## config.mk

```make
export PLATFORM = sky130hd
export DESIGN_NAME = cd_uplink_buf_2ch
export DESIGN_NICKNAME = d
export VERILOG_FILES = /design/src/rtl/cd_uplink_buf_2ch.sv
export SDC_FILE = /design/constraint.sdc
export NUM_CORES = 1
export LEC_CHECK = 0
export ABC_AREA = 1
export CAP_MARGIN = 10
export CORE_MARGIN = 4
export CORE_UTILIZATION = 30
export CTS_CLUSTER_DIAMETER = 40
export DETAILED_ROUTE_END_ITERATION = 10
export GPL_ROUTABILITY_DRIVEN = 0
export SLEW_MARGIN = 40
export SYNTH_ARGS = -nofsm -noshare
export SYNTH_HDL_FRONTEND = slang
export SYNTH_SLANG_ARGS = --single-unit
```

## constraint.sdc

```tcl
create_clock -name clk -period 6 [get_ports clk]
set_input_delay 0.9 -clock clk [delete_from_list [all_inputs] [get_ports clk]]
set_output_delay 0.9 -clock clk [all_outputs]
set_load 0.02 [all_outputs]
```

## src/rtl/cd_uplink_buf_2ch.sv

```systemverilog
// Two-lane elastic buffer between the local crossbar and the global uplinks.
// Each lane is an independent FIFO; crossbar ready depends only on registered occupancy.
module cd_uplink_buf_2ch #(
   parameter int DATA_W = 64,
   parameter int DEPTH  = 4,
   parameter int CNT_W  = $clog2(DEPTH + 1)
) (
   input  logic                clk,
   input  logic                reset,
   input  logic [1:0]          cv_si,
   output logic [1:0]          cv_ri,
   input  logic [2*DATA_W-1:0] cv_di,
   output logic [1:0]          gl_so,
   input  logic [1:0]          gl_ro,
   output logic [2*DATA_W-1:0] gl_do,
   output logic [2*CNT_W-1:0]  occ,
   output logic [1:0]          ovf_err
);

   localparam int PTR_W = (DEPTH > 1) ? $clog2(DEPTH) : 1;

   genvar g;
   generate
      for (g = 0; g < 2; g++) begin : g_lane
         logic [DATA_W-1:0] mem [DEPTH];
         logic [PTR_W-1:0]  rd_ptr;
         logic [PTR_W-1:0]  wr_ptr;
         logic [CNT_W-1:0]  count;
         logic              ovf;
         logic              full;
         logic              empty;
         logic              push;
         logic              pop;

         always_comb begin
            full  = (count == CNT_W'(DEPTH));
            empty = (count == '0);
            push  = cv_si[g] & ~full;
            pop   = ~empty & gl_ro[g];
         end

         // Storage is not reset; pointers and count define which entries are live.
         always_ff @(posedge clk) begin
            if (!reset && push) begin
               mem[wr_ptr] <= cv_di[DATA_W*g +: DATA_W];
            end
         end

         always_ff @(posedge clk) begin
            if (reset) begin
               rd_ptr <= '0;
               wr_ptr <= '0;
               count  <= '0;
               ovf    <= 1'b0;
            end else begin
               if (push) begin
                  wr_ptr <= wr_ptr + PTR_W'(1);
               end
               if (pop) begin
                  rd_ptr <= rd_ptr + PTR_W'(1);
               end
               case ({push, pop})
                  2'b10:   count <= count + CNT_W'(1);
                  2'b01:   count <= count - CNT_W'(1);
                  default: count <= count;
               endcase
               if (cv_si[g] && full) begin
                  ovf <= 1'b1;
               end
            end
         end

         assign cv_ri[g]                     = ~full;
         assign gl_so[g]                     = pop;
         assign gl_do[DATA_W*g +: DATA_W]    = empty ? '0 : mem[rd_ptr];
         assign occ[CNT_W*g +: CNT_W]        = count;
         assign ovf_err[g]                   = ovf;
      end
   endgenerate

endmodule
```

==> summary.txt, run 1 <==
Setup path
  – CP top delay family: buffers and inverters
  – Reg2reg start: g_lane[1].count[0]
  – Most frequent cell on the critical path: nor2_1
  – CP bufs+invs: 2
  – Worst-path fanout max: 74
  – Path depth of the worst reg2reg path: 6
  – Critical path depth: 6
  – Worst Setup Path Type: reg2out
  – WP data required: 5.10 ns
  – Max stage delay on crit path: around 0.72 ns
  – Setup crit start kind: flop
  – WP data arrival: 3.41 ns
  – CP endpoint kind: primary output
  – Setup crit end: gl_do[96]
  – Cell chain of the critical path: buf_4 -> nor2_1 -> nor2_1 -> o21ai_0 -> a21oi_1 -> clkdlybuf4s50_1
  – FF-to-FF End: g_lane[1].mem[2][12]
  – Max stage delay cell, worst path: dfxtp_4
  – Reg2reg setup slack: 3.59 ns

GRT
  – Vias in the first global route: 14.0k
  – GR Util All Layers: 13.7%
  – First-pass GRT wire length: 79.4 mm
  – Largest net degree at the start of global routing: 101
  – Initial antenna violation count: 3
  – Grt ovf: 0

Floorplan
  – Core area: 68800 um2
  – Die Ht: between 200 and 300 um
  – Initial core utilization: 30.4%
  – Die W: 272 um
  – Top Ports: approximately 270
  – Die area: around 74000 um2
  – Cell Rows: 96

Timing
  – F_max: approximately 230 MHz
  – Final hold slack: around 0.47 ns
  – Hold Fails Final Rpt: 0
  – Tmin final: 4.31 ns
  – Setup Skew: 0.0144 ns
  – Worst slew pin tran: 0.797 ns
  – Setup-failing EPs final: 0
  – Slew HR: approximately 47%
  – Setup_tns: 0 ns
  – Max Slew Vio Count: 0
  – RSZ-0062 raised after global routing: false
  – Period utilization: 71.9%

Clocking
  – CTS tree: built
  – Clock sink count: 532
  – Resized Gates After CTS: 0
  – Clk slew on worst S/H paths: approximately 0.050 ns
  – # hold bufs at CTS: 0
  – Setup repair bufs after CTS: 0
  – Clk_lat worst skew: 0.60 ns
  – H-tree Lvls: 3
  – Clock Tree Root: clkbuf_16
  – TritonCTS buffer count: 80
  – Clock Path Buffers: 3

Logic synthesis
  – Top cells by area, synth: edfxtp_1, nor2_1, o21ai_0, a21oi_1, dfxtp_1
  – Yosys warning count: 0
  – Register bit total from synthesis: 532
  – Post-synthesis adder-cell area fraction: 0.789%
  – Post-Syn Instances: 1664
  – Compound-Gate Fraction of Synth Area: 9.54%
  – Post-Syn Area: about 21000 um2
  – Post-synthesis mux area share: 0%
  – Main combinational cell family by area after synthesis: simple AND/OR/NAND/NOR gates
  – Post-Synth XOR/XNOR Area: 0%
  – Syn nets: 1810
  – Mapped Avg Cell Area: 12.6 um2
  – Dominant cell type by area after synthesis: edfxtp_1
  – Yosys top cell area share: 73.5%
  – Sequential area share after synthesis: about three quarters
  – Simple-Gate Fraction of Synth Area: a little over a tenth
  – Yosys cell types: 19

Final layout
  – Most frequent cells in the layout: nor2_1, edfxtp_1, clkdlybuf4s50_1
  – Fin nets: 2092
  – Synth-to-Final Area Change: 30.4%
  – Layout filler cell count: 6424
  – Register area: roughly 16000 um2
  – Final design utilization: 39.6%
  – Most common cell after layout, fill and taps aside: nor2_1
  – Footprint of the multi-input gates: roughly 4400 um2
  – Share of cells above drive strength 1: 8.76%

Detailed routing
  – DR iter-0 viols: 1093
  – Number of remaining DRC errors: 0
  – Post-Route WL: 51.7 mm
  – Number of vias per cell: approximately 4.6
  – Wire per inst: 17.6 um
  – Total number of vias: 13.7k
  – First drt pass iteration count: 5
  – Antenna Nets Post-Route: 0

Outcome
  – Status: finished clean

Placement
  – HPWL after DPL: 30.6 mm
  – # port buffers: between 200 and 300

Job
  – Number of max-cap violations: 0

Pwr
  – Total power: 13.1 mW
  – Pleak: 9.22 nW
  – PD cells: 480 nW/um2
  – Worst VDD drop: between 0.2 and 0.3 mV

Hold path
  – Worst hold-check path type: reg2reg
-- per-layer routing --
metal	track usage (%)	wire (um)	vias up
met2	22.9	24500	471
met4	4.07	889	4
met3	3.56	3920	67
li1	-	-	6455
met1	17.6	22400	6661
met5	0	27	-
-- synth_stat cells (all sizes together) --
library cell  instances
nand3                 8
o21ai               260
nand3b                2
nor2                542
nand2                30
a21oi               136
clkbuf               26
ha                   10
fa                    2
edfxtp              512
dfxtp                20
o21a                  2
inv                  41
buf                  73
-- registers in the layout, indices dropped and copies added, names as in the netlist, named ones only --
name           count
g_lane.count       6
g_lane.wr_ptr      4
g_lane.ovf         2
g_lane.rd_ptr      4
g_lane.mem       512
-- kinds of logic (layout without fill, tap and decap cells) --
group	Yosys count	in the layout
buf+inv	140	486
simple gates	582	582
fa+ha+maj	12	12
compound gates	398	398
flops	532	532
other cells	0	1
-- report_power, final --
| part | leakage [nW] | switching, mW | internal (mW) |
|---|---|---|---|
| logic | 3.07 | 2.49 | 1.50 |
| registers | 4.82 | 0.119 | 4.30 |
| clock network | 1.33 | 1.70 | 2.97 |
-- final cells by class --
| class | instances | area share, % |
|---|---|---|
| flip-flops and latches | 532 | 57.8 |
| multi-input cells | 992 | 16.2 |
| repair buffers | 299 | 11.0 |
| clock buffers | 89 | 7.77 |
| well taps | 931 | 4.27 |
| clock inverters | 57 | 2.29 |
| inverters | 41 | 0.569 |
| diodes | 1 | 0.00917 |
-- how the worst min path moves through the flow --
stage | from | end | slack, ns | cells after the start
3_3_place_gp | g_lane[0].ovf | g_lane[0].ovf | 0.46 | 1
2_1_floorplan | g_lane[0].ovf | g_lane[0].ovf | 0.44 | 1
5_1_grt | g_lane[1].ovf | g_lane[1].ovf | 0.49 | 1
6_report | g_lane[1].ovf | g_lane[1].ovf | 0.47 | 1
4_1_cts | g_lane[0].ovf | g_lane[0].ovf | 0.47 | 1
3_5_place_dp | g_lane[0].ovf | g_lane[0].ovf | 0.46 | 1
-- metrics by stage --
stage | instances | cell area (um2) | setup slack, ns
2_1_floorplan | 1664 | 20900 | 1.54
3_3_place_gp | 2791 | 24400 | 2.16
3_5_place_dp | 2792 | 24500 | 2.13
4_1_cts | 2938 | 27200 | 1.48
5_1_grt | 2941 | 27300 | 1.38
6_report | 2942 | 27300 | 1.69
Note: power is estimated with default switching activity, not from simulation.
==> inputs of run 2 (changes only) <==
clock period = 3.9 ns   (was 6 ns; I/O delays follow)
==> run 2 against run 1 <==
  * Sequential share of layout area down 0.52 points
  * Worst hold slack gained 0.00055 ns
  * Utilization increased by 0.36 points
  * Routed wire length up 1.7%
==> summary.txt, run 2 (same netlist as run 1, synthesis figures left out) <==
Timing
  – Slew HR: 46.8% (was 46.9%)
  – Setup-failing EPs final: 0 (unchanged)
  – Setup Skew: 0.0204 ns (was 0.0144 ns)
  – Max Slew Vio Count: 0 (unchanged)
  – Setup_tns: 0 ns (unchanged)
  – F_max: 274 MHz
  – Worst slew pin tran: 0.798 ns (was 0.797 ns)
  – RSZ-0062 raised after global routing: false (unchanged)
  – Hold Fails Final Rpt: 0 (unchanged)
  – Tmin final: between 3 and 4 ns
  – Period utilization: 93.5%
  – Final WS setup: 0.254 ns (was 1.69 ns)

Detailed routing
  – Number of vias per cell: 4.60 (was 4.64)
  – DR iter-0 viols: 1016 (was 1093)
  – First drt pass iteration count: 5 (unchanged)
  – Antenna Nets Post-Route: 0 (unchanged)
  – Post-Route WL: 52.5 mm (was 51.7 mm)
  – Total number of vias: 13.6k (was 13.7k)
  – Wire per inst: 17.8 um (was 17.6 um)
  – Number of remaining DRC errors: 0 (unchanged)

Setup path
  – Worst-path fanout max: 70 (was 74)
  – Cell chain of the critical path: buf_12 -> nor2_1 -> nor2_1 -> o21ai_0 -> a21oi_1 -> clkdlybuf4s50_1 (was buf_4 -> nor2_1 -> nor2_1 -> o21ai_0 -> a21oi_1 -> clkdlybuf4s50_1)
  – CP top delay family: buffers and inverters (unchanged)
  – CP endpoint kind: primary output (unchanged)
  – Max stage delay cell, worst path: dfxtp_4 (unchanged)
  – WP data arrival: 3.06 ns (was 3.41 ns)
  – CP bufs+invs: 2 (unchanged)
  – WP data required: 3.31 ns (was 5.10 ns)
  – Setup crit start kind: flop (unchanged)
  – Most frequent cell on the critical path: nor2_1 (unchanged)
  – Max stage delay on crit path: 0.87 ns (was 0.72 ns)
  – Worst Setup Path Type: reg2out (unchanged)

Pwr
  – Comb power frac: 30.9% (was 30.5%)
  – Pleak: 9.31 nW (was 9.22 nW)
  – Worst VDD drop: 0.476 mV (was 0.292 mV)
  – PD cells: 741 nW/um2 (was 480 nW/um2)
  – Seq pwr share: 33.3% (was 33.8%)
  – Total power: 20.4 mW (was 13.1 mW)
  – P_int: 13.7 mW (was 8.78 mW)
  – P_sw: 6.70 mW (was 4.31 mW)
  – Clk pwr share: 35.8% (was 35.7%)
  – Sw Share: 32.8% (was 32.9%)

Clocking
  – Clock Tree Root: clkbuf_16 (unchanged)
  – Clock sink count: 532 (unchanged)
  – Clk_lat worst skew: 0.59 ns (was 0.60 ns)
  – Setup repair bufs after CTS: 0 (unchanged)
  – # hold bufs at CTS: 0 (unchanged)
  – Resized Gates After CTS: 0 (unchanged)
  – Clock Path Buffers: 3 (unchanged)
  – CTS tree: built (unchanged)
  – H-tree Lvls: 3 (unchanged)
  – TritonCTS buffer count: 81 (was 80)
  – Clk slew on worst S/H paths: 0.06 ns (was 0.05 ns)

Floorplan
  – Initial core utilization: 30.4% (unchanged)
  – Die Ht: 272 um (unchanged)
  – Die W: 272 um (unchanged)
  – Cell Rows: 96 (unchanged)
  – Top Ports: 274 (unchanged)
  – Core area: 68800 um2 (unchanged)
  – Die area: 74100 um2 (unchanged)

Placement
  – Post-placement setup slack: 0.831 ns (was 2.13 ns)
  – HPWL after DPL: 30.7 mm (was 30.6 mm)
  – Placed Instance Area: 24700 um2 (was 24500 um2)
  – # port buffers: 273 (unchanged)

GRT
  – GR Util All Layers: 13.9% (was 13.7%)
  – Initial antenna violation count: 11 (was 3)
  – Vias in the first global route: 14.1k (was 14.0k)
  – Grt ovf: 0 (unchanged)
  – First-pass GRT wire length: 80.4 mm (was 79.4 mm)
  – Largest net degree at the start of global routing: 129 (was 101)

Final layout
  – Most common cell after layout, fill and taps aside: nor2_1 (unchanged)
  – Synth-to-Final Area Change: 31.6% (was 30.4%)
  – Largest Register: g_lane.mem (unchanged)
  – Fin nets: 2100 (was 2092)
  – Top flop regs: g_lane.mem (512), g_lane.count (6) (unchanged)
  – Most frequent cells in the layout: nor2_1, edfxtp_1, clkdlybuf4s50_1 (unchanged)
  – Cell area after layout: 27500 um2 (was 27300 um2)
  – Final design utilization: 40.0% (was 39.6%)
  – Largest register FFs: 512 (unchanged)
  – Share of cells above drive strength 1: 9.21% (was 8.76%)

Hold path
  – Worst hold-check path type: reg2reg (unchanged)

Outcome
  – Status: finished clean (unchanged)

Job
  – Number of max-cap violations: 0 (unchanged)
==> run 2: cell count changes in the layout (fill, tap and decap cells not counted), moves of 2 or more <==
cell,change
buf_12,+16
inv_4,+2
buf_6,-6
clkinvlp_4,+4
clkinv_4,-4
diode_2,+5
inv_8,+3
buf_8,-2
inv_6,-2
==> run 2: final cells by class <==
| type | count | area (um2) |
|---|---|---|
| fillers | 6332 | 41300 |
| repair buffers | 306 | 3190 |
| diodes | 6 | 15.0 |
| well taps | 931 | 1160 |
| flip-flops and latches | 532 | 15800 |
| multi-input cells | 992 | 4420 |
| clock inverters | 60 | 658 |
| inverters | 41 | 159 |
| clock buffers | 89 | 2140 |
==> run 2: path summary, 6_finish.rpt <==
path,start,cells past startpoint,to,slack (ns)
worst min register to register,g_lane[0].ovf,1,g_lane[0].ovf,0.47
worst min-delay path,g_lane[0].ovf,1,g_lane[0].ovf,0.47
worst max-delay path,flop,6,gl_do[21],0.25
worst max register to register,g_lane[1].count[0],5,g_lane[1].mem[0][12],1.64
==> run 2: power by group through the flow <==
stage | combinational (mW) | sequential, mW | clock, mW
6_report | 6.30 | 6.79 | 7.31
2_1_floorplan | 3.50 | 6.86 | 0
3_5_place_dp | 6.36 | 6.91 | 0
4_1_cts | 6.41 | 6.79 | 7.50
3_3_place_gp | 6.33 | 6.89 | 0
5_1_grt | 6.83 | 6.82 | 7.77
==> run 2: through the flow <==
stage / cells / hold WS (ns)
finish: 2957 / 0.470
global route: 2952 / 0.494
CTS: 2951 / 0.478
detailed placement: 2802 / 0.461
global placement: 2802 / 0.454
floorplan: 1664 / 0.442
==> run 2: per-layer routing <==
layer	track usage (%)	share of wire, %	vias to the layer above
li1	-	-	6486
met1	17.5	42	6558
met2	23.1	47	443
met3	4.41	8.4	98
met4	4.07	1.9	12
met5	0	0.16	-
